==> config.mk <==
export PLATFORM = sky130hd
export DESIGN_NAME = bloom_filter_lut_cleaner_flat
export DESIGN_NICKNAME = d
export VERILOG_FILES = /design/src/rtl/bloom_filter_lut_cleaner_pkg.sv /design/src/rtl/bloom_filter_lut_cleaner_if.sv /design/src/rtl/bloom_filter_lut_cleaner.sv /design/src/flat_wrapper.sv
export SDC_FILE = /design/constraint.sdc
export NUM_CORES = 1
export LEC_CHECK = 0
export ABC_AREA = 1
export CORE_ASPECT_RATIO = 1.25
export CORE_MARGIN = 2
export CORE_UTILIZATION = 47
export CTS_CLUSTER_DIAMETER = 80
export DETAILED_ROUTE_END_ITERATION = 8
export PLACE_DENSITY = 0.92
export SYNTH_ARGS = -nofsm -noshare
export SYNTH_HDL_FRONTEND = slang
export SYNTH_SLANG_ARGS = --single-unit
export TNS_END_PERCENT = 30
==> constraint.sdc <==
create_clock -name clk_i -period 3.8 [get_ports clk_i]
set_input_delay 0.76 -clock clk_i [delete_from_list [all_inputs] [get_ports clk_i]]
set_output_delay 0.76 -clock clk_i [all_outputs]
set_load 0.005 [all_outputs]
==> src/rtl/bloom_filter_lut_cleaner_pkg.sv <==
// Shared definitions for the bloom-filter LUT cleaner.
//   HASH_CNT, LUT_ADDR_W, LUT_DATA_W : default geometry of the hash LUTs.
//   cleaner_state_t                  : cleaner FSM state encoding.
package bloom_filter_pkg;

  localparam int HASH_CNT   = 4;
  localparam int LUT_ADDR_W = 10;
  localparam int LUT_DATA_W = 32;

  typedef enum logic [1:0] {
    IDLE,
    CLEAN,
    VERIFY
  } cleaner_state_t;

endpackage

==> src/rtl/bloom_filter_lut_cleaner_if.sv <==
// External LUT-programming write port (valid/ready).
//   valid : write request, held stable with its payload until ready
//   ready : write accepted this cycle (driven by the cleaner)
//   sel   : one bit per target LUT
//   addr  : LUT word address
//   data  : LUT word
// Modports: master = write source, slave = cleaner.
interface bloom_filter_lut_cleaner_if #(
  parameter int HASH_CNT   = bloom_filter_pkg::HASH_CNT,
  parameter int LUT_ADDR_W = bloom_filter_pkg::LUT_ADDR_W,
  parameter int LUT_DATA_W = bloom_filter_pkg::LUT_DATA_W
);

  logic                  valid;
  logic                  ready;
  logic [HASH_CNT-1:0]   sel;
  logic [LUT_ADDR_W-1:0] addr;
  logic [LUT_DATA_W-1:0] data;

  modport master (output valid, sel, addr, data, input ready);
  modport slave  (input valid, sel, addr, data, output ready);

endinterface

==> src/rtl/bloom_filter_lut_cleaner.sv <==
// Owner of the write port of the HASH_CNT hash LUTs.
// Zeroes every LUT address after reset and on each clean strobe, and
// forwards external programming writes while idle.
//
// Ports:
//   clk_i, rst_n_i   : clock, asynchronous active-low reset
//   clean_stb_i      : one-cycle clean request
//   clean_done_o     : 1 = idle and clean, 0 = clean in progress
//   ext_wr           : external write port (slave side)
//   lut_wr_en_o      : per-LUT write enable (registered)
//   lut_wr_addr_o    : shared LUT write address (registered)
//   lut_wr_data_o    : shared LUT write data (registered)
//
// Optional feature macro BLOOM_FILTER_CLEAN_VERIFY_EN: after each clean the
// LUTs are read back over the full depth and any nonzero word sets the sticky
// clean_err_o. Adds lut_rd_en_o, lut_rd_addr_o, lut_rd_data_i, clean_err_o.
module bloom_filter_lut_cleaner #(
  parameter int HASH_CNT   = bloom_filter_pkg::HASH_CNT,
  parameter int LUT_ADDR_W = bloom_filter_pkg::LUT_ADDR_W,
  parameter int LUT_DATA_W = bloom_filter_pkg::LUT_DATA_W
) (
  input  logic                   clk_i,
  input  logic                   rst_n_i,
  input  logic                   clean_stb_i,
  output logic                   clean_done_o,
  bloom_filter_lut_cleaner_if.slave ext_wr,
  output logic [HASH_CNT-1:0]    lut_wr_en_o,
  output logic [LUT_ADDR_W-1:0]  lut_wr_addr_o,
  output logic [LUT_DATA_W-1:0]  lut_wr_data_o
`ifdef BLOOM_FILTER_CLEAN_VERIFY_EN
  ,
  output logic                           lut_rd_en_o,
  output logic [LUT_ADDR_W-1:0]          lut_rd_addr_o,
  input  logic [HASH_CNT*LUT_DATA_W-1:0] lut_rd_data_i,
  output logic                           clean_err_o
`endif
);

  import bloom_filter_pkg::*;

  localparam logic [LUT_ADDR_W-1:0] LAST_ADDR = {LUT_ADDR_W{1'b1}};
  localparam logic [LUT_ADDR_W-1:0] ONE_ADDR  = LUT_ADDR_W'(1);

  cleaner_state_t        state;
  logic [LUT_ADDR_W-1:0] cnt;
  logic                  accept;

`ifdef BLOOM_FILTER_CLEAN_VERIFY_EN
  logic chk_vld;  // read data for the previous cycle's read is valid now
  logic rd_tail;  // all reads issued, waiting one cycle for the last return
`endif

  // A strobe in the same cycle as a write request wins; the write waits.
  assign ext_wr.ready = (state == IDLE) && !clean_stb_i;
  assign accept       = ext_wr.valid && ext_wr.ready;

  always_ff @(posedge clk_i or negedge rst_n_i) begin
    if (!rst_n_i) begin
      // Reset lands in CLEAN: LUT RAM contents are undefined at power-up.
      state         <= CLEAN;
      cnt           <= '0;
      clean_done_o  <= 1'b0;
      lut_wr_en_o   <= '0;
      lut_wr_addr_o <= '0;
      lut_wr_data_o <= '0;
`ifdef BLOOM_FILTER_CLEAN_VERIFY_EN
      lut_rd_en_o   <= 1'b0;
      lut_rd_addr_o <= '0;
      chk_vld       <= 1'b0;
      rd_tail       <= 1'b0;
      clean_err_o   <= 1'b0;
`endif
    end else begin
      // NOTE: these are non-blocking defaults; a later assignment to the same
      // register in this block overrides them, so no else-branches are needed.
      lut_wr_en_o <= '0;
`ifdef BLOOM_FILTER_CLEAN_VERIFY_EN
      lut_rd_en_o <= 1'b0;
      chk_vld     <= lut_rd_en_o && !clean_stb_i;
      if (chk_vld && (lut_rd_data_i != '0)) clean_err_o <= 1'b1;
`endif

      if (clean_stb_i) begin
        state        <= CLEAN;
        clean_done_o <= 1'b0;
`ifdef BLOOM_FILTER_CLEAN_VERIFY_EN
        clean_err_o  <= 1'b0;
        rd_tail      <= 1'b0;
`endif
        if (state == IDLE) begin
          cnt <= '0;
        end else begin
          // Mid-clean/verify restart: address 0 goes out on this very edge.
          lut_wr_en_o   <= '1;
          lut_wr_addr_o <= '0;
          lut_wr_data_o <= '0;
          cnt           <= ONE_ADDR;
        end
      end else begin
        case (state)
          IDLE: begin
            clean_done_o <= 1'b1;
            if (accept) begin
              lut_wr_en_o   <= ext_wr.sel;
              lut_wr_addr_o <= ext_wr.addr;
              lut_wr_data_o <= ext_wr.data;
            end
          end
          CLEAN: begin
            lut_wr_en_o   <= '1;
            lut_wr_addr_o <= cnt;
            lut_wr_data_o <= '0;
            cnt           <= cnt + 1'b1;
            if (cnt == LAST_ADDR) begin
`ifdef BLOOM_FILTER_CLEAN_VERIFY_EN
              state <= VERIFY;
`else
              state <= IDLE;
`endif
            end
          end
`ifdef BLOOM_FILTER_CLEAN_VERIFY_EN
          VERIFY: begin
            if (!rd_tail) begin
              lut_rd_en_o   <= 1'b1;
              lut_rd_addr_o <= cnt;
              cnt           <= cnt + 1'b1;
              if (cnt == LAST_ADDR) rd_tail <= 1'b1;
            end else begin
              // The last compare resolves on the next edge, together with
              // clean_done_o rising, so clean_err_o is final when done is seen.
              rd_tail <= 1'b0;
              state   <= IDLE;
            end
          end
`endif
          default: state <= IDLE;
        endcase
      end
    end
  end

endmodule

==> src/flat_wrapper.sv <==
// flat-port wrapper written by rule: the top's interface ports become plain ports
module bloom_filter_lut_cleaner_flat import bloom_filter_pkg::*;
#(
  parameter int HASH_CNT   = bloom_filter_pkg::HASH_CNT,
  parameter int LUT_ADDR_W = bloom_filter_pkg::LUT_ADDR_W,
  parameter int LUT_DATA_W = bloom_filter_pkg::LUT_DATA_W
)
  (clk_i, rst_n_i, clean_stb_i, clean_done_o, lut_wr_en_o, lut_wr_addr_o, lut_wr_data_o, ext_wr_valid, ext_wr_sel, ext_wr_addr, ext_wr_data, ext_wr_ready);
  bloom_filter_lut_cleaner_if #(.HASH_CNT(HASH_CNT), .LUT_ADDR_W(LUT_ADDR_W), .LUT_DATA_W(LUT_DATA_W)) ext_wr_i ();
  input  logic clk_i;
  input  logic rst_n_i;
  input  logic clean_stb_i;
  output logic clean_done_o;
  output logic [HASH_CNT-1:0] lut_wr_en_o;
  output logic [LUT_ADDR_W-1:0] lut_wr_addr_o;
  output logic [LUT_DATA_W-1:0] lut_wr_data_o;
  input wire logic [$bits(ext_wr_i.valid)-1:0] ext_wr_valid;
  input wire logic [$bits(ext_wr_i.sel)-1:0] ext_wr_sel;
  input wire logic [$bits(ext_wr_i.addr)-1:0] ext_wr_addr;
  input wire logic [$bits(ext_wr_i.data)-1:0] ext_wr_data;
  output wire logic [$bits(ext_wr_i.ready)-1:0] ext_wr_ready;
  assign ext_wr_i.valid = ext_wr_valid;
  assign ext_wr_i.sel = ext_wr_sel;
  assign ext_wr_i.addr = ext_wr_addr;
  assign ext_wr_i.data = ext_wr_data;
  assign ext_wr_ready = ext_wr_i.ready;
  bloom_filter_lut_cleaner #(.HASH_CNT(HASH_CNT), .LUT_ADDR_W(LUT_ADDR_W), .LUT_DATA_W(LUT_DATA_W)) u_core (.clk_i(clk_i), .rst_n_i(rst_n_i), .clean_stb_i(clean_stb_i), .clean_done_o(clean_done_o), .ext_wr(ext_wr_i), .lut_wr_en_o(lut_wr_en_o), .lut_wr_addr_o(lut_wr_addr_o), .lut_wr_data_o(lut_wr_data_o));
endmodule
==> out/metrics.cfg <==
[finish]
syn2layout_area_growth_pct = 47.0
fin_util_pct = 71.9
diodes = 0
drive_gt1_share_pct = 8.68
nets = 426
stdcell_count = 442

[job]
max_cap_violations = 0

[placement]
place.gp.congestion = 0.888
post-place-cells = 426
hpwl_um = 4610
port_buffers = 97

[route]
vias = 2301
first_pass_iters = 5
wl_per_cell_um = 15.0
vias_per_cell = 5.21
antenna_left = 0
drc = 0
drt_iter0_drc = 142
routed_wl_um = 6610

[timing]
period_share_pct = 71.5
max_freq_mhz = 368
worst_slew_pin_slew_ns = 0.915
finalMaxSlewViolations = 0
finalHoldViolations = 0
setup_viol = 0
rsz0062_at_grt = false
finalClockSkew_ns = 0.00497
tns_ns = 0
fin_crit_ns = 2.72
maxSlewHeadroom_pct = 39.0

[setup_path]
r2r_cells = 7
critPathKind = input port to primary output
crit_arrival_ns = 1.96
worstPathMaxFanout = 4
critPathLaunchType = input port
cp_data_required_time_ns = 3.04
end_kind = primary output

[cts]
holdBufCountCts = 0
cts_resized = 0
clk_pin_slew_ns = 0.06
cts_buffer_depth = 2
clockRootBuffer = clkbuf_8
clock-sinks = 58
cts.htree.levels = 3
cts_setup_buffers = 0
clk_latency_ns = 0.33
cts_made_buffers = 9
cts_tree = built

[global_routing]
grt_pass1_vias = 2366
track_usage_pct = 23.6
grt_pass1_wl_um = 11000
grt_max_degree = 53
antenna_found_initial = 0
grt_overflow = 0

[floorplan]
initial_core_util_pct = 48.9
fp.coreArea_um2 = 5080
die_w_um = 69.1
die-area_um2 = 5890
rows = 29
io_pins = 98
die_height_um = 85.3

[synth]
synthesis.nets = 329
synth.distinct_cells = 28
syn_area_um2 = 2490
ys_ff_latch = 58
yosysWarnings = 0
ys_seq_area_share_pct = 58.4
synth_cells = 278
syn_area_per_cell_um2 = 8.94

[worst_hold_path]
hp-class = flip-flop to flip-flop
whs_path_depth = 2

[power]
peakVddDrop_uv = 211
powerDensity_nw_per_um2 = 340
power_switching_mw = 0.275
seq_power_share_pct = 50.7
p_leak_nw = 1.72
p_int_mw = 0.969
power.total_mw = 1.24
combPwrFrac_pct = 7.8
power_frac_clock_pct = 41.5
switching_share_pct = 22.1

[status]
status = complete, no violations

-- cell usage after synthesis (all sizes together) --
| cell | number | area share (%) |
|---|---|---|
| inv | 13 | 2.1 |
| buf | 8 | 2.4 |
| nor2 | 27 | 4.8 |
| nor3 | 1 | 0.20 |
| nand3 | 36 | 7.2 |
| a22o | 1 | 0.35 |
| ha | 1 | 0.50 |
| nand2 | 96 | 15 |
| dfrtp | 57 | 57 |
| clkbuf | 6 | 0.91 |
| o21ai | 14 | 3.7 |
| a21oi | 5 | 1.0 |
| clkinv | 1 | 0.15 |
| nand4 | 1 | 0.25 |
| o21a | 1 | 0.30 |
| nand3b | 1 | 0.30 |
| a22oi | 8 | 2.4 |
| dfstp | 1 | 1.1 |
-- area by class of cell --
cell class | instances | area [um^2]
Multi-Input combinational cell | 192 | 897
Inverter | 14 | 55.1
Timing Repair Buffer | 100 | 988
Tap cell | 62 | 77.6
Sequential cell | 58 | 1450
Fill cell | 392 | 1430
Clock buffer | 14 | 173
Clock inverter | 2 | 10.0
-- critical path, cell delays in order --
cell and delay, ns:
clkdlybuf4s50_1 0.52, nor2_4 0.13, clkdlybuf4s50_1 0.54
-- cell usage in the layout (no fill, tap or decap), types with 2 or more instances in the layout --
cell type        count
nand3_1             36
clkbuf_1             2
nand2_2              2
nor2_1              24
dfrtp_1             57
o21ai_0              6
clkinv_2             2
buf_4                3
o21ai_2              6
o21ai_1              2
a21oi_1              5
inv_1               11
nand2_1             93
clkbuf_8            12
nor2_4               2
a22oi_1              8
clkdlybuf4s50_1     96
-- sequential cells by signal, summed over array words and instances (netlist names) --
register and cells:
u_core.clean_done_o 1, u_core.state 1, u_core.lut_wr_data_o 32, u_core.lut_wr_en_o 4, u_core.cnt 10, u_core.lut_wr_addr_o 10
-- stage by stage --
| stage | cell area [um^2] | hold slack (ns) | setup WS, ns |
|---|---|---|---|
| after floorplan | 2490 | 0.464 | 1.93 |
| after global placement | 3470 | 0.453 | 1.02 |
| after detailed placement | 3470 | 0.464 | 0.863 |
| after CTS | 3650 | 0.478 | 1.08 |
| after global routing | 3650 | 0.493 | 1.04 |
| final | 3650 | 0.471 | 1.08 |
-- logic make-up after synthesis --
kind of cell / Yosys count / share of synthesized area (%)
buffers and inverters: 28 / 5.49
AO/OA/AOI/OAI: 29 / 7.80
flip-flops: 58 / 58.4
AND/OR/NAND/NOR: 162 / 27.8
adder cells (fa/ha/maj): 1 / 0.503
-- worst paths after layout --
path | end | slack [ns] | start
min in group asynchronous | u_core.lut_wr_data_o[4] | 0.56 | rst_n_i
worst max-delay path | ext_wr_ready | 1.08 | clean_stb_i
worst min-delay path | u_core.lut_wr_data_o[10] | 0.47 | u_core.lut_wr_data_o[10]
worst max register to register | u_core.lut_wr_data_o[7] | 1.47 | u_core.state[0]
max in group asynchronous | u_core.lut_wr_data_o[16] | 2.45 | rst_n_i
worst min register to register | u_core.lut_wr_data_o[10] | 0.47 | u_core.lut_wr_data_o[10]
-- power groups by stage --
stage | logic, mW | registers [mW] | clock network, mW
2_1_floorplan | 0.0208 | 0.641 | 0
3_3_place_gp | 0.0955 | 0.641 | 0
3_5_place_dp | 0.0974 | 0.641 | 0
4_1_cts | 0.0980 | 0.630 | 0.527
5_1_grt | 0.106 | 0.631 | 0.551
6_report | 0.0969 | 0.630 | 0.517
-- layer usage --
layer  GRT usage [%]  up-vias  wire [um]
li1                -     1094          -
met1            27.9     1119       2640
met2            40.9       79       3470
met3            6.77        9        404
met4            8.56        0         97
met5               0        -          0
No activity file was read; power rests on OpenSTA's default activity.
